<file path="config.mk">
export PLATFORM = sky130hd
export DESIGN_NAME = uart_tx_fifo_flat
export DESIGN_NICKNAME = d
export VERILOG_FILES = /design/src/rtl/uart_pkg.sv /design/src/rtl/uart_tx_fifo_if.sv /design/src/rtl/uart_fifo.sv /design/src/rtl/uart_tx_fifo.sv /design/src/flat_wrapper.sv
export SDC_FILE = /design/constraint.sdc
export NUM_CORES = 1
export LEC_CHECK = 0
export ABC_CLOCK_PERIOD_IN_PS = 12300
export CAP_MARGIN = 20
export CORE_ASPECT_RATIO = 1.5
export CORE_MARGIN = 4
export CORE_UTILIZATION = 45
export CTS_BUF_LIST = sky130_fd_sc_hd__clkbuf_2 sky130_fd_sc_hd__clkbuf_4 sky130_fd_sc_hd__clkbuf_8
export CTS_CLUSTER_DIAMETER = 120
export DETAILED_ROUTE_END_ITERATION = 10
export SETUP_SLACK_MARGIN = 0.5
export SYNTH_ARGS = -nofsm -noshare
export SYNTH_HDL_FRONTEND = slang
export SYNTH_HIERARCHICAL = 1
export SYNTH_SLANG_ARGS = --single-unit
export TNS_END_PERCENT = 20
</file>
<file path="constraint.sdc">
create_clock -name clk -period 12.3 [get_ports clk]
set_input_delay 1.23 -clock clk [delete_from_list [all_inputs] [get_ports clk]]
set_output_delay 1.23 -clock clk [all_outputs]
set_load 0.03 [all_outputs]
</file>
<file path="src/rtl/uart_pkg.sv">
// Shared UART types and helpers: TX state encoding, bit-period math, line idle level.
// UART_TX_PARITY_EN adds the PARITY state used by the even-parity TX option.
package uart_pkg;

    typedef enum logic [2:0] {
        StIdle,
        StStart,
        StData,
        StStop
`ifdef UART_TX_PARITY_EN
        , StParity
`endif
    } tx_state_e;

    localparam logic LineIdle = 1'b1;

    function automatic int unsigned calc_div(input int unsigned clk_freq,
                                             input int unsigned baud);
        return clk_freq / baud;
    endfunction

    function automatic int unsigned cnt_width(input int unsigned div);
        return (div > 1) ? $clog2(div) : 1;
    endfunction

endpackage

</file>
<file path="src/rtl/uart_tx_fifo_if.sv">
// Byte-push / status interface of the buffered UART transmitter.
interface uart_tx_fifo_if;

    logic [7:0] din;
    logic       din_rdy;
    logic       tx;
    logic       full;
    logic       busy;
    logic       overflow;

    modport master (
        output din,
        output din_rdy,
        input  tx,
        input  full,
        input  busy,
        input  overflow
    );

    modport slave (
        input  din,
        input  din_rdy,
        output tx,
        output full,
        output busy,
        output overflow
    );

endinterface

</file>
<file path="src/rtl/uart_fifo.sv">
// Synchronous FIFO with registered occupancy count; a push into a full FIFO is
// still accepted when a pop happens on the same edge, otherwise it is dropped.
module uart_fifo #(
    parameter int unsigned Width = 8,
    parameter int unsigned Depth = 16
) (
    input  logic                       clk,
    input  logic                       rst_n,
    input  logic                       i_push,
    input  logic [Width-1:0]           i_wdata,
    input  logic                       i_pop,
    output logic [Width-1:0]           o_rdata,
    output logic [$clog2(Depth):0]     o_count,
    output logic                       o_full,
    output logic                       o_empty,
    output logic                       o_drop
);

    localparam int unsigned PtrW = $clog2(Depth);
    localparam int unsigned CntW = PtrW + 1;

    logic [Width-1:0] r_mem [Depth];
    logic [PtrW-1:0]  r_wptr;
    logic [PtrW-1:0]  r_rptr;
    logic [CntW-1:0]  r_count;
    logic             w_pop_ok;
    logic             w_accept;

    assign o_full   = (r_count == CntW'(Depth));
    assign o_empty  = (r_count == '0);
    assign w_pop_ok = i_pop & ~o_empty;
    assign w_accept = i_push & (~o_full | w_pop_ok);
    assign o_drop   = i_push & ~w_accept;
    assign o_rdata  = r_mem[r_rptr];
    assign o_count  = r_count;

    always_ff @(posedge clk) begin
        if (w_accept) begin
            r_mem[r_wptr] <= i_wdata;
        end
    end

    // Power-of-two depth: pointers wrap by natural overflow.
    always_ff @(posedge clk or negedge rst_n) begin
        if (!rst_n) begin
            r_wptr  <= '0;
            r_rptr  <= '0;
            r_count <= '0;
        end else begin
            if (w_accept) begin
                r_wptr <= r_wptr + PtrW'(1);
            end
            if (w_pop_ok) begin
                r_rptr <= r_rptr + PtrW'(1);
            end
            unique case ({w_accept, w_pop_ok})
                2'b10:   r_count <= r_count + CntW'(1);
                2'b01:   r_count <= r_count - CntW'(1);
                default: r_count <= r_count;
            endcase
        end
    end

endmodule

</file>
<file path="src/rtl/uart_tx_fifo.sv">
// Buffered 8N1 UART transmitter; define UART_TX_PARITY_EN for an even-parity bit
// between bit7 and the stop bit (11-bit frames).
module uart_tx_fifo
    import uart_pkg::*;
#(
    parameter int unsigned CLK_FREQ   = 100000000,
    parameter int unsigned BAUD       = 115200,
    parameter int unsigned FIFO_DEPTH = 16
) (
    input logic           clk,
    input logic           rst_n,
    uart_tx_fifo_if.slave bus
);

    localparam int unsigned Div   = calc_div(CLK_FREQ, BAUD);
    localparam int unsigned CntW  = cnt_width(Div);
    localparam int unsigned FCntW = $clog2(FIFO_DEPTH) + 1;

    tx_state_e        r_state, w_state_d;
    logic [CntW-1:0]  r_cnt, w_cnt_d;
    logic [2:0]       r_bit, w_bit_d;
    logic [7:0]       r_shift, w_shift_d;
    logic             r_tx, w_tx_d;
    logic             r_busy;
    logic             r_overflow;
`ifdef UART_TX_PARITY_EN
    logic             r_par, w_par_d;
`endif

    logic [7:0]       w_head;
    logic [FCntW-1:0] w_count;
    logic [FCntW-1:0] w_count_nxt;
    logic             w_full;
    logic             w_empty;
    logic             w_drop;
    logic             w_pop;
    logic             w_push_acc;
    logic             w_cnt_end;

    uart_fifo #(
        .Width (8),
        .Depth (FIFO_DEPTH)
    ) u_fifo (
        .clk     (clk),
        .rst_n   (rst_n),
        .i_push  (bus.din_rdy),
        .i_wdata (bus.din),
        .i_pop   (w_pop),
        .o_rdata (w_head),
        .o_count (w_count),
        .o_full  (w_full),
        .o_empty (w_empty),
        .o_drop  (w_drop)
    );

    assign w_cnt_end   = (r_cnt == CntW'(Div - 1));
    assign w_push_acc  = bus.din_rdy & ~w_drop;
    assign w_count_nxt = w_count + FCntW'(w_push_acc) - FCntW'(w_pop);

    assign bus.tx       = r_tx;
    assign bus.full     = w_full;
    assign bus.busy     = r_busy;
    assign bus.overflow = r_overflow;

    always_comb begin
        w_state_d = r_state;
        w_cnt_d   = r_cnt;
        w_bit_d   = r_bit;
        w_shift_d = r_shift;
        w_tx_d    = r_tx;
        w_pop     = 1'b0;
`ifdef UART_TX_PARITY_EN
        w_par_d   = r_par;
`endif
        unique case (r_state)
            StIdle: begin
                w_tx_d = LineIdle;
                if (!w_empty) begin
                    w_pop     = 1'b1;
                    w_shift_d = w_head;
`ifdef UART_TX_PARITY_EN
                    w_par_d   = ^w_head;
`endif
                    w_tx_d    = 1'b0;
                    w_cnt_d   = '0;
                    w_state_d = StStart;
                end
            end
            StStart: begin
                w_cnt_d = r_cnt + CntW'(1);
                if (w_cnt_end) begin
                    w_cnt_d   = '0;
                    w_bit_d   = '0;
                    w_tx_d    = r_shift[0];
                    w_shift_d = {1'b0, r_shift[7:1]};
                    w_state_d = StData;
                end
            end
            StData: begin
                w_cnt_d = r_cnt + CntW'(1);
                if (w_cnt_end) begin
                    w_cnt_d = '0;
                    if (r_bit == 3'd7) begin
`ifdef UART_TX_PARITY_EN
                        w_tx_d    = r_par;
                        w_state_d = StParity;
`else
                        w_tx_d    = LineIdle;
                        w_state_d = StStop;
`endif
                    end else begin
                        w_bit_d   = r_bit + 3'd1;
                        w_tx_d    = r_shift[0];
                        w_shift_d = {1'b0, r_shift[7:1]};
                    end
                end
            end
`ifdef UART_TX_PARITY_EN
            StParity: begin
                w_cnt_d = r_cnt + CntW'(1);
                if (w_cnt_end) begin
                    w_cnt_d   = '0;
                    w_tx_d    = LineIdle;
                    w_state_d = StStop;
                end
            end
`endif
            StStop: begin
                w_cnt_d = r_cnt + CntW'(1);
                if (w_cnt_end) begin
                    w_cnt_d = '0;
                    // Chain straight into the next start bit when data is waiting.
                    if (!w_empty) begin
                        w_pop     = 1'b1;
                        w_shift_d = w_head;
`ifdef UART_TX_PARITY_EN
                        w_par_d   = ^w_head;
`endif
                        w_tx_d    = 1'b0;
                        w_state_d = StStart;
                    end else begin
                        w_state_d = StIdle;
                    end
                end
            end
            default: begin
                w_tx_d    = LineIdle;
                w_cnt_d   = '0;
                w_state_d = StIdle;
            end
        endcase
    end

    always_ff @(posedge clk or negedge rst_n) begin
        if (!rst_n) begin
            r_state    <= StIdle;
            r_cnt      <= '0;
            r_bit      <= '0;
            r_shift    <= '0;
            r_tx       <= LineIdle;
            r_busy     <= 1'b0;
            r_overflow <= 1'b0;
`ifdef UART_TX_PARITY_EN
            r_par      <= 1'b0;
`endif
        end else begin
            r_state    <= w_state_d;
            r_cnt      <= w_cnt_d;
            r_bit      <= w_bit_d;
            r_shift    <= w_shift_d;
            r_tx       <= w_tx_d;
            r_busy     <= (w_state_d != StIdle) || (w_count_nxt != '0);
            r_overflow <= r_overflow | w_drop;
`ifdef UART_TX_PARITY_EN
            r_par      <= w_par_d;
`endif
        end
    end

endmodule

</file>
<file path="src/flat_wrapper.sv">
// flat-port wrapper written by rule: the top's interface ports become plain ports
module uart_tx_fifo_flat import uart_pkg::*;
#(
    parameter int unsigned CLK_FREQ   = 100000000,
    parameter int unsigned BAUD       = 115200,
    parameter int unsigned FIFO_DEPTH = 16
)
  (clk, rst_n, bus_din, bus_din_rdy, bus_tx, bus_full, bus_busy, bus_overflow);
  uart_tx_fifo_if bus_i ();
  input logic clk;
  input logic rst_n;
  input wire logic [$bits(bus_i.din)-1:0] bus_din;
  input wire logic [$bits(bus_i.din_rdy)-1:0] bus_din_rdy;
  output wire logic [$bits(bus_i.tx)-1:0] bus_tx;
  output wire logic [$bits(bus_i.full)-1:0] bus_full;
  output wire logic [$bits(bus_i.busy)-1:0] bus_busy;
  output wire logic [$bits(bus_i.overflow)-1:0] bus_overflow;
  assign bus_i.din = bus_din;
  assign bus_i.din_rdy = bus_din_rdy;
  assign bus_tx = bus_i.tx;
  assign bus_full = bus_i.full;
  assign bus_busy = bus_i.busy;
  assign bus_overflow = bus_i.overflow;
  uart_tx_fifo #(.CLK_FREQ(CLK_FREQ), .BAUD(BAUD), .FIFO_DEPTH(FIFO_DEPTH)) u_core (.clk(clk), .rst_n(rst_n), .bus(bus_i));
endmodule
</file>
* Word-level counts from Yosys, hierarchy flattened *
Memory sizes are Yosys's and may differ from the RTL's.
Index checks and enable logic that the tools add are counted.

cells by class
  add/subtract/negate cells = 8
  equal/unequal tests = 14
  mux-type cells = 33
  bitwise logic cells = 10
  reduce and logical (&&, ||, !) cells = 12

operator list
  cell                     count
  $mux W8                  5
  $pmux W8 S4              1
  $mux W3                  8
  $mux W10                 2
  $pmux W10 S2             1
  $pmux W3 S4              1
  $mux W1                  11
  $add A10 B1 Y10 const B  1
  $eq A10 B10 Y1 const B   1
  $pmux W5 S2              1
  $add A4 B1 Y4 const B    2
  $reduce_and A4 Y1        2
  $eq A3 B2 Y1 const B     2
  $ne A2 B1 Y1 const B     3
  $ne A2 B2 Y1 const B     3
  $pmux W3 S2              1
  $add A5 B1 Y5            1
  $add A5 B1 Y5 const B    1
  $eq A5 B5 Y1 const B     1
  $logic_not A5 Y1         1
  $reduce_and A5 Y1        1
  $reduce_bool A5 Y1       1
  $sub A5 B1 Y5            1
  $sub A5 B1 Y5 const B    1
  16 further kinds         24

word-level totals
  register bits = 40
  bits in writable memories = 128
  bits of input ports = 11
  output and inout bits = 4
  word-level logic and storage cells = 88
  memories = 1

memories
  name                 depth  bits a word  rd ports  clocked after Yosys merged registers in  write ports  line             source
  u_core.u_fifo.r_mem  16     8            1         0                                        1            uart_fifo.sv:22  logic [Width-1:0] r_mem [Depth];

* Logic depth before layout (Yosys ltp) *
Gate-level depths: netlist of run 1.

  word-level depth = 15
  mapped depth = 19
  mapped depth without buffers = 17

* Cells and area by module *
The synthesis of run 1 kept the hierarchy.

modules (own cells, without submodules)
  module        times used  cells an instance  area each (µm²)  seq. area each (µm²)
  uart_fifo     1           315                5,786.8          4,169.0
  uart_tx_fifo  1           163                1,692.9          676.9

* Worst setup path before layout of run 1 *
No wires, ideal clock.

  path type = flip-flop to flip-flop
  start point = reg u_core.u_fifo.r_count[1], in the netlist u_core/u_fifo/o_count[1]
  end point = reg u_core.r_busy, in the netlist u_core/bus.busy
  setup time = 0.139 ns
  arrival = 3.882 ns
  required time = 12.161 ns
  setup slack = 8.279 ns
  cell stages (with the launch flop) = 18
  path buffers = 2
  clock period less this slack = 4.021 ns
  cell sequence = dfrtp_1 -> or4_1 -> buf_6 -> nor2_1 -> nor3_1 -> clkbuf_1 -> nand2b_1 -> nor2_1 -> and2_1 -> nand2b_1 -> ha_1 -> inv_1 -> ha_1 -> fa_1 -> nand3_1 -> a21o_1 -> a2111oi_0 -> or4b_1

on the way
  word-level cells in the longest chain between the ends = 15
  elaborated cells on any way between the ends = 23
  classes of those cells = add/sub: 2; eq/ne: 1; mux: 7; bitwise: 9; reduce/logical: 4

ends and longest elaborated chain
  what                    line                                     source
  start, declared         uart_fifo.sv:25                          logic [CntW-1:0] r_count;
  start signal, assigned  uart_fifo.sv:57                          2'b10: r_count <= r_count + CntW'(1);
  start signal, assigned  uart_fifo.sv:58                          2'b01: r_count <= r_count - CntW'(1);
  start signal, assigned  uart_fifo.sv:59                          default: r_count <= r_count;
  $logic_not A5 Y1 (*)    uart_fifo.sv:30                          assign o_empty = (r_count == '0);
  net u_core.w_empty      uart_tx_fifo.sv:34                       logic w_empty;
  $mux W1 (*)             uart_tx_fifo.sv:78, uart_tx_fifo.sv:133
  $mux W1                 uart_tx_fifo.sv:130                      if (w_cnt_end) begin
  $pmux W1 S2 (*)         uart_tx_fifo.sv:75                       unique case (r_state)
  net u_core.w_pop        uart_tx_fifo.sv:36                       logic w_pop;
  $and A1 B1 Y1 (*)       uart_fifo.sv:31                          assign w_pop_ok = i_pop & ~o_empty;
  $or A1 B1 Y1 (*)        uart_fifo.sv:32                          assign w_accept = i_push & (~o_full | w_pop_ok);
  [2 not listed]          n/a
  $and A1 B1 Y1 (*)       uart_fifo.sv:33                          assign o_drop = i_push & ~w_accept;
  net u_core.w_drop       uart_tx_fifo.sv:35                       logic w_drop;
  $not A1 Y1 (*)          uart_tx_fifo.sv:57                       assign w_push_acc = bus.din_rdy & ~w_drop;
  $and A1 B1 Y1 (*)       uart_tx_fifo.sv:57
  $add A5 B1 Y5 (*)       uart_tx_fifo.sv:58                       assign w_count_nxt = w_count + FCntW'(w_push_acc) - FCntW'(w_pop);
  $sub A5 B1 Y5 (*)       uart_tx_fifo.sv:58
  $reduce_bool A5 Y1 (*)  uart_tx_fifo.sv:172                      r_busy <= (w_state_d != StIdle) || (w_count_nxt != '0);
  $logic_or A1 B1 Y1 (*)  uart_tx_fifo.sv:172
  end signal, assigned    uart_tx_fifo.sv:172
  end, declared           uart_tx_fifo.sv:24                       logic r_busy;

The timed path passes the listed nets; every way through them passes the cells marked *.
A chain may end at the register's enable or synchronous reset.

* Worst setup path in the final report of run 1 *
Ends and elaborated chain as after synthesis.

==> impl_metrics.csv, run 1 <==
group,metric,value,unit
status,status,"finished, final reports clean",
cts,root_buffer,"clkbuf_8",
yosys,synth_area,7480,µm²
yosys,synth_seq_area_share,0.6479,
cts,clock_latency,0.44,ns
setup_path,required,12.61,ns
final_layout,drive_gt1_frac,0.1972,
final_layout,regArea,4847,µm²
yosys,synth_ff_type,"edfxtp_1",
yosys,async_flop_share,0.2381,
cts,cts_resized,0,
grt,antenna_found_initial,0,
timing,worstMarginPinSlew,1.058,ns
timing,fin_setup_tns,0,ns
timing,fin_crit_sh,0.3782,
floorplanning,die_height,165.9,µm
cts,htreeDepth,4,
cts,cts_setup_buffers,0,
power_and_ir_drop,power.density,207.5,nW/µm²
final_layout,antennaDiodeCount,0,
yosys,synth_area_leaders,"edfxtp_1, dfrtp_1, mux4_2",
grt,grt_pass1_wl,22830,µm
detailed_routing,drt_iter0_markers,234,
floorplanning,core_area,16260,µm²
yosys,synth_area_leader_cell,"edfxtp_1",
cts,cts_num_sinks,168,
floorplanning,num_rows,57,
cts,clk_pin_slew,0.09,ns
detailed_routing,remaining_drc_errors,0,
timing,finalCriticalPeriod,4.652,ns
yosys,synth_top_area_frac,0.5139,
detailed_routing,ant_nets,0,
setup_path,ff2ff_setup_slack,7.65,ns
detailed_routing,drt_wl_total,14090,µm
grt,grt_pass1_vias,4271,
final_layout,syn_to_final_growth,9.033,%
yosys,synth-warning-count,6,
yosys,synth_fp_nets,507,
place,routabilityCongestion,0.8058,
floorplanning,die_area,18790,µm²
detailed_routing,drtPass1Iterations,5,
yosys,ys_seq_elements,168,
timing,rsz0062_at_grt,"no",
timing,fmax,215.0,MHz
grt,grt.overflow.total,0,
grt,groute.usage.overall,0.1580,
cts,cts_tree,"done",
detailed_routing,viasPerCell,5.696,
place,io_buffers,14,
grt,grt_max_degree,41,
cts,cts_buffers,17,
yosys,synth_cells,478,
yosys,synth_edf_count,128,
detailed_routing,wl_per_cell,19.77,µm
cts,ctsLongestPathBuffers,2,
power_and_ir_drop,p_leak,2.850,nW
min_path,hold_path_class,"register to register",
floorplanning,io_pins,15,
yosys,avgSynthCellArea,15.65,µm²
power_and_ir_drop,ir_drop,0.0001218,V
place,dp_hpwl,9826,µm
timing,final_max_slew_viol_count,0,
final_layout,nFillCells,1386,
timing,hold_viol,0,
final_layout,multi_input_area,2471,µm²
setup_path,arrival,4.96,ns
timing,relSlewSlack,0.2918,
setup_path,worst_setup_path_start_kind,"register",
timing,skew,0.01812,ns
setup_path,critPathCaptureType,"register",
floorplanning,die_w,113.3,µm
job,drv_cap,0,
timing,final-setup-viol-count,0,
final_layout,layout.nets,523,
detailed_routing,vias,4061,
setup_path,path_max_fanout,10,
setup_path,crit_type,"register to register",
timing,hold_slack,0.4927,ns
cts,hold_buffers,0,
yosys,yosysUniqueCellTypes,64,
floorplanning,start_util,0.4600,
## state kept, by name, indices dropped and copies added, names as in the netlist
register,flops
u_core/bus.busy,1
u_core/r_state,3
u_core/r_bit,3
u_core/bus.tx,1
u_core/u_fifo/r_rptr,4
u_core/r_shift,8
u_core/u_fifo/r_mem,128
u_core/u_fifo/o_count,5
u_core/r_cnt,10
u_core/u_fifo/r_wptr,4
u_core/bus.overflow,1
## report_power, final
group	leakage (nW)	total, mW	internal [mW]	switching, mW
registers	1.66	0.751	0.698	0.0525
clock network	0.184	0.349	0.145	0.205
logic	1.01	0.592	0.274	0.318
total	2.85	1.69	1.12	0.576
## layout by cell type (no fill, tap or decap), types with 4 or more instances in the layout
cell type	count
a21oi_1	10
a22o_1	6
a22oi_1	16
a31oi_1	4
buf_4	5
clkbuf_8	17
clkdlybuf4s50_1	13
dfrtp_1	38
edfxtp_1	128
ha_1	16
inv_1	15
inv_6	5
mux2_2	17
mux4_2	32
nand2_1	29
nand2b_1	8
nand3_1	15
nand4_1	5
nor2_1	25
nor2b_1	5
nor3_1	7
o21ai_0	8
xnor2_1	14
xor2_1	5
## logic make-up (layout without fill, tap and decap cells)
kind of cell / after synthesis / count (layout) / share of synthesized area
AOI/OAI and AO/OA: 64 / 64 / 0.06223
other: 1 / 1 / 0.0005014
DFF: 168 / 168 / 0.6479
buffers and inverters: 37 / 66 / 0.02308
xor gates and xnor gates: 19 / 19 / 0.02225
muxes: 53 / 53 / 0.1296
adders and majority gates: 18 / 18 / 0.03212
and+or+nand+nor: 118 / 118 / 0.08230
## critical path: stages (launching register included)
cell	delay, ns
dfrtp_1	0.44
or4_1	0.74
nor2_1	0.47
nor3_1	0.12
buf_4	0.19
nand2b_1	0.18
nor2_1	0.17
and2_1	0.16
nand2b_1	0.11
ha_1	0.14
inv_1	0.04
ha_1	0.19
fa_1	0.41
nand3_1	0.13
nand3_1	0.08
a2111oi_0	0.46
or4b_1	0.47
## per-layer routing
metal,global-route usage,share of wire,vias to the layer above
li1,-,-,1882
met1,0.1908,0.40,2070
met2,0.2810,0.55,89
met3,0.03463,0.035,20
met4,0.04759,0.022,0
met5,0,0,-
## worst paths after layout
kind / from / endpoint / cells after the start
worst max-delay path: u_core/u_fifo/o_count[1] / u_core/bus.busy / 16
worst min-delay path: u_core/bus.overflow / u_core/bus.overflow / 1
worst max register to register: u_core/u_fifo/o_count[1] / u_core/bus.busy / 16
worst min register to register: u_core/bus.overflow / u_core/bus.overflow / 1
max in group asynchronous: rst_n / u_core/u_fifo/r_rptr[0] / 1
min in group asynchronous: rst_n / u_core/u_fifo/o_count[1] / 1
## synth_stat cells, types with 2 or more instances
master	number
nand2b_1	8
o21a_1	2
a31oi_1	4
or2_2	2
nor2b_1	5
clkbuf_1	8
buf_2	7
nand3_1	15
a21o_1	3
mux2i_1	2
nor4_1	2
nand2_1	29
o211ai_1	2
ha_1	16
a21oi_1	10
a22o_1	6
nor2_1	25
edfxtp_1	128
buf_6	2
inv_1	15
xnor2_1	14
nor3_1	9
xor2_1	5
fa_1	2
a22oi_1	16
o21ai_0	8
and2_1	3
and2b_1	2
mux4_2	32
dfrtp_1	39
mux2_2	17
nand4_1	5
buf_1	4
## stage by stage
stage	cell area, µm²	utilization	setup slack [ns]	power [mW]	std cells
floorplan	7480	-	8.279	1.211	478
global placement	7805	0.4800	7.772	1.346	681
detailed placement	7805	0.4800	7.572	1.362	681
CTS	8155	0.5015	7.623	1.716	713
global route	8155	0.5015	7.131	1.809	713
finish	8155	0.5015	7.648	1.692	713
## area by class of cell
| type | instances | share of cell area |
|---|---|---|
| Clock buffer | 17 | 0.02869 |
| Clock inverter | 15 | 0.01427 |
| Inverter | 15 | 0.006904 |
| Multi-Input combinational cell | 273 | 0.3030 |
| Sequential cell | 168 | 0.5944 |
| Tap cell | 206 | 0.03160 |
| Timing Repair Buffer | 19 | 0.02117 |
Note: power is estimated with default switching activity, not from simulation.
==> run 2: changes to the inputs <==
--- a/config.mk
+++ b/config.mk
@@ -5,7 +5,7 @@
 export SDC_FILE = /design/constraint.sdc
 export NUM_CORES = 1
 export LEC_CHECK = 0
-export ABC_CLOCK_PERIOD_IN_PS = 12300
+export ABC_CLOCK_PERIOD_IN_PS = 4630
 export CAP_MARGIN = 20
 export CORE_ASPECT_RATIO = 1.5
 export CORE_MARGIN = 4
==> constraint.sdc (replaced) <==
create_clock -name clk -period 4.63 [get_ports clk]
set_input_delay 0.463 -clock clk [delete_from_list [all_inputs] [get_ports clk]]
set_output_delay 0.463 -clock clk [all_outputs]
set_load 0.03 [all_outputs]
==> impl_metrics.csv, run 2 (synthesized netlist as in run 1, its figures left out) <==
group,metric,value,unit
setup_path,rr_worst_depth,16,
timing,fmax,262.4,MHz
place,routabilityCongestion,0.8304,
power_and_ir_drop,p_total,4.576,mW
timing,fin_crit_sh,0.8230,
setup_path,r2r_start,"u_core/r_cnt[4]",
setup_path,arrival,4.13,ns
setup_path,critPathCaptureType,"register",
cts,cts_num_sinks,168,
floorplanning,io_pins,15,
floorplanning,core_area,16260,µm²
setup_path,path_max_fanout,6,
final_layout,syn_to_final_growth,10.17,%
cts,cts_tree,"done",
power_and_ir_drop,power_switching,1.521,mW
final_layout,max_flop_register,"u_core/u_fifo/r_mem",
setup_path,worst_setup_path_start_kind,"register",
detailed_routing,remaining_drc_errors,0,
place,dp_hpwl,9802,µm
detailed_routing,drt_wl_total,13920,µm
setup_path,required,4.95,ns
setup_path,crit_type,"register to register",
setup_path,ff2ff_setup_slack,0.82,ns
floorplanning,start_util,0.4600,
cts,clk_pin_slew,0.09,ns
status,status,"finished, final reports clean",
final_layout,antennaDiodeCount,0,
cts,cts_buffers,17,
timing,hold_viol,0,
min_path,hold_path_class,"input pin to asynchronous set/reset pin",
timing,final-setup-viol-count,0,
final_layout,drive_gt1_frac,0.2140,
detailed_routing,ant_nets,0,
power_and_ir_drop,power.share.clock,0.209,
cts,hold_buffers,0,
timing,rsz0062_at_grt,"no",
cts,ctsLongestPathBuffers,2,
grt,grt.overflow.total,0,
setup_path,endpoint,"u_core/bus.busy",
power_and_ir_drop,ir_drop,0.0002844,V
detailed_routing,drtPass1Iterations,4,
timing,fin_setup_tns,0,ns
setup_path,r2r_end,"u_core/bus.busy",
timing,relSlewSlack,0.3769,
cts,root_buffer,"clkbuf_8",
final_layout,largest_register_ffs,128,
floorplanning,num_rows,57,
floorplanning,die_area,18790,µm²
grt,grt_pass1_vias,4377,
detailed_routing,drt_iter0_markers,261,
power_and_ir_drop,power.density,555.3,nW/µm²
cts,htreeDepth,4,
timing,skew,0.01292,ns
final_layout,final_common_cell,"edfxtp_1",
job,drv_cap,0,
floorplanning,die_height,165.9,µm
cts,clock_latency,0.44,ns
power_and_ir_drop,combPwrFrac,0.351,
timing,worstMarginPinSlew,0.9346,ns
detailed_routing,wl_per_cell,19.34,µm
final_layout,layout.nets,530,
timing,finalCriticalPeriod,3.810,ns
final_layout,nFillCells,1385,
grt,groute.usage.overall,0.1585,
power_and_ir_drop,p_leak,2.885,nW
power_and_ir_drop,p_int,3.055,mW
detailed_routing,vias,4050,
timing,final_max_slew_viol_count,0,
grt,grt_pass1_wl,23090,µm
grt,antenna_found_initial,0,
power_and_ir_drop,seqPwrFrac,0.440,
final_layout,layout_common_cells,"edfxtp_1, dfrtp_1, mux4_2",
floorplanning,die_w,113.3,µm
detailed_routing,viasPerCell,5.625,
setup_path,startpoint,"u_core/r_cnt[4]",
power_and_ir_drop,sw_frac_of_total,0.3323,
grt,grt_max_degree,41,
final_layout,reg.largest.list,"u_core/u_fifo/r_mem x128, u_core/r_cnt x10, u_core/r_shift x8",
place,io_buffers,14,
-- run 2: power by group through the flow --
stage          combinational (mW)  sequential, mW  clock (mW)
2_1_floorplan                1.23            1.99           0
3_3_place_gp                 1.49            2.10           0
3_5_place_dp                 1.52            2.11           0
4_1_cts                      1.53            2.08       0.985
5_1_grt                      1.78            2.04        1.05
6_report                     1.61            2.01       0.958
-- run 2: worst min path at each step --
stage,start,to,slack (ns),cells after the start
floorplan,rst_n,u_core/bus.busy,0.17,0
global placement,u_core/r_shift[1],u_core/r_shift[1],0.48,1
detailed placement,u_core/bus.overflow,u_core/bus.overflow,0.48,1
CTS,rst_n,u_core/u_fifo/o_count[3],0.16,1
global route,rst_n,u_core/u_fifo/o_count[2],0.21,1
finish,rst_n,u_core/u_fifo/o_count[3],0.16,1
-- run 2: layout make-up --
cell class                      instances  area [µm²]  share of cell area
Timing Repair Buffer                   26       237.7             0.02885
Tap cell                              206       257.7             0.03128
Clock inverter                         15       127.6             0.01549
Clock buffer                           17       234.0             0.02839
Multi-Input combinational cell        273        2480              0.3009
Inverter                               15       56.30            0.006833
Sequential cell                       168        4847              0.5882
-- run 2: metrics by stage --
stage	instances	hold slack [ns]	setup WS, ns	util	cell area [µm²]
4_1_cts	719	0.1572	0.5999	0.5044	8202
3_5_place_dp	687	0.4752	0.6184	0.4821	7840
5_1_grt	720	0.2081	0.5203	0.5068	8240
6_report	720	0.1567	0.8196	0.5068	8240
2_1_floorplan	478	0.1674	0.6090	-	7480
3_3_place_gp	687	0.4826	0.7891	0.4821	7840
-- run 2: timing repair --
item,CTS,global route
buffers inserted,0,0
gates resized for setup,0,6
setup endpoints to repair,0,1
-- run 2: metal layers --
metal,GRT usage,part of all wire,routed length (µm),up-vias
met1,0.1897,0.41,5651,2089
li1,-,-,-,1890
met4,0.05701,0.012,167,0
met5,0,0,0,-
met3,0.02734,0.024,331,13
met2,0.2841,0.56,7773,58
-- run 2: critical path, cell delays in order, from the launching register on --
cell,delay [ns]
dfrtp_1,0.44
and4bb_1,0.37
and3_4,0.24
a21oi_2,0.07
nor3_2,0.14
nand2b_1,0.18
nor2_2,0.06
and2_1,0.16
nand2b_1,0.14
ha_1,0.27
inv_1,0.04
ha_1,0.20
fa_1,0.41
nand3_1,0.12
nand3_1,0.09
a2111oi_2,0.31
or4b_1,0.46
==> run 3: changes to the inputs <==
--- a/config.mk
+++ b/config.mk
@@ -5,7 +5,7 @@
 export SDC_FILE = /design/constraint.sdc
 export NUM_CORES = 1
 export LEC_CHECK = 0
-export ABC_CLOCK_PERIOD_IN_PS = 4630
+export ABC_CLOCK_PERIOD_IN_PS = 3300
 export CAP_MARGIN = 20
 export CORE_ASPECT_RATIO = 1.5
 export CORE_MARGIN = 4
==> constraint.sdc (replaced) <==
create_clock -name clk -period 3.3 [get_ports clk]
set_input_delay 0.33 -clock clk [delete_from_list [all_inputs] [get_ports clk]]
set_output_delay 0.33 -clock clk [all_outputs]
set_load 0.03 [all_outputs]
==> impl_metrics.csv, run 3 (synthesized netlist as in run 1, its figures left out) <==
group,metric,value,unit
detailed_routing,ant_nets,0,
setup_path,crit_type,"register to register",
final_layout,layout.nets,563,
final_layout,drive_gt1_frac,0.3364,
timing,finalCriticalPeriod,3.556,ns
setup_path,ff2ff_setup_slack,-0.26,ns
floorplanning,core_area,16260,µm²
detailed_routing,viasPerCell,5.558,
final_layout,syn_to_final_growth,17.87,%
grt,grt_pass1_wl,23510,µm
setup_path,critPathCaptureType,"register",
floorplanning,die_w,113.3,µm
setup_path,cp_num_buf_inv,2,
job,drv_cap,0,
setup_path,endpoint,"u_core/bus.busy",
setup_path,arrival,3.87,ns
setup_path,worst_setup_path_start_kind,"register",
floorplanning,die_height,165.9,µm
cts,root_buffer,"clkbuf_8",
final_layout,max_flop_register,"u_core/u_fifo/r_mem",
grt,grt_max_degree,41,
cts,ctsLongestPathBuffers,2,
setup_path,r2r_start,"u_core/r_cnt[4]",
status,violations,"setup timing",
detailed_routing,drtPass1Iterations,4,
setup_path,rr_worst_depth,16,
cts,cts_buffers,17,
timing,worst_slack,-0.2564,ns
setup_path,slowest_delay,0.45,ns
final_layout,final_cells,753,
setup_path,critPathSlowestCell,"or4b_1",
setup_path,required,3.62,ns
grt,antenna_found_initial,0,
timing,fin_crit_sh,1.078,
grt,grt_pass1_vias,4487,
setup_path,startpoint,"u_core/r_cnt[4]",
setup_path,crit_path_cell_trace,"and4bb_1 > and3_4 > a21oi_2 > nor3_2 > nand2b_4 > nor2_4 > and2_4 > nand2b_4 > ha_4 > inv_2 > ha_4 > fa_2 > buf_6 > xor2_2 > a2111oi_4 > or4b_1",
timing,fin_setup_tns,-0.2564,ns
place,dp_cells,713,
setup_path,path_max_fanout,2,
timing,hold_viol,0,
timing,worstMarginPinSlew,0.9617,ns
timing,skew,0.01437,ns
min_path,hold_path_class,"input pin to asynchronous set/reset pin",
floorplanning,start_util,0.4600,
timing,rsz0062_at_grt,"yes",
status,status,"finished with violations",
cts,htreeDepth,4,
setup_path,r2r_end,"u_core/bus.busy",
setup_path,path_depth,16,
final_layout,antennaDiodeCount,0,
cts,cts_num_sinks,168,
floorplanning,num_rows,57,
detailed_routing,drt_wl_total,14460,µm
place,dp_hpwl,10180,µm
floorplanning,die_area,18790,µm²
final_layout,layout_common_cells,"edfxtp_1, buf_4, dfrtp_1",
power_and_ir_drop,power.density,793.0,nW/µm²
setup_path,critical_path.top_delay_family,"simple AND/OR/NAND/NOR gates",
timing,hold_slack,0.03103,ns
cts,clk_pin_slew,0.09,ns
cts,clock_latency,0.44,ns
place,routabilityCongestion,0.7979,
final_layout,largest_register_ffs,128,
timing,relSlewSlack,0.3589,
final_layout,final_common_cell,"edfxtp_1",
power_and_ir_drop,p_leak,3.134,nW
cts,cts_tree,"done",
detailed_routing,wl_per_cell,19.21,µm
floorplanning,io_pins,15,
detailed_routing,remaining_drc_errors,0,
power_and_ir_drop,ir_drop,0.0003605,V
timing,final-setup-viol-count,1,
final_layout,reg.largest.list,"u_core/u_fifo/r_mem x128, u_core/r_cnt x10, u_core/r_shift x8",
final_layout,post-route-util,0.5422,
grt,groute.usage.overall,0.1637,
timing,final_max_slew_viol_count,0,
detailed_routing,vias,4185,
final_layout,nFillCells,1338,
timing,fmax,281.2,MHz
detailed_routing,drt_iter0_markers,249,
grt,grt.overflow.total,0,
place,io_buffers,14,
run 3: metal layers:
metal  track usage  vias up  share of wire
met2        0.3111       54           0.59
li1              -     1963              -
met5             0        -              0
met4       0.05335        0          0.014
met1        0.1734     2154           0.37
met3       0.04047       14          0.028
run 3: metrics by stage:
step                total power [mW]  setup slack (ns)  cell area (µm²)
floorplan                      4.576           -0.5132             7545
global placement               5.170           -0.3041             8109
detailed placement             5.241           -0.4210             8109
CTS                            6.900           -0.2420             8686
global route                   7.400           -0.3883             8816
finish                         6.991           -0.2564             8816
run 3: area by class of cell:
type,instances,area (µm²),area share
Sequential cell,168,4847,0.5498
Multi-Input combinational cell,273,2753,0.3122
Inverter,15,56.30,0.006387
Timing Repair Buffer,59,499.2,0.05663
Clock buffer,18,241.5,0.02739
Tap cell,206,257.7,0.02924
Clock inverter,14,161.4,0.01831
run 3: power by group:
group | internal (mW) | total, mW | switching, mW
combinational | 1.33 | 2.75 | 1.42
sequential | 2.60 | 2.76 | 0.159
clock | 0.703 | 1.48 | 0.775
total | 4.63 | 6.99 | 2.36
run 3: repair_timing:
| item | CTS | global route |
|---|---|---|
| gates cloned | 0 | 0 |
| hold buffers | 0 | 0 |
| pin swaps | 10 | 3 |
| resized for setup | 37 | 18 |
| setup buffers | 3 | 5 |
| setup endpoints to repair | 100 | 64 |
| hold endpoints to repair | 0 | 0 |
run 3: worst register-to-register path, stage by stage, from the launching register on:
cell,delay [ns]
dfrtp_1,0.39
and4bb_1,0.33
and3_4,0.21
a21oi_2,0.06
nor3_2,0.21
nand2b_4,0.18
nor2_4,0.03
and2_4,0.15
nand2b_4,0.14
ha_4,0.26
inv_2,0.04
ha_4,0.15
fa_2,0.35
buf_6,0.13
xor2_2,0.15
a2111oi_4,0.20
or4b_1,0.45
run 3: how the worst min path moves through the flow:
stage	endpoint	slack (ns)	depth (start not counted)
after floorplan	u_core/bus.busy	0.03	0
after global placement	u_core/bus.overflow	0.46	1
after detailed placement	u_core/bus.overflow	0.46	1
after CTS	u_core/r_shift[0]	0.04	1
after global routing	u_core/u_fifo/r_wptr[3]	0.08	1
final	u_core/u_fifo/r_wptr[2]	0.03	1
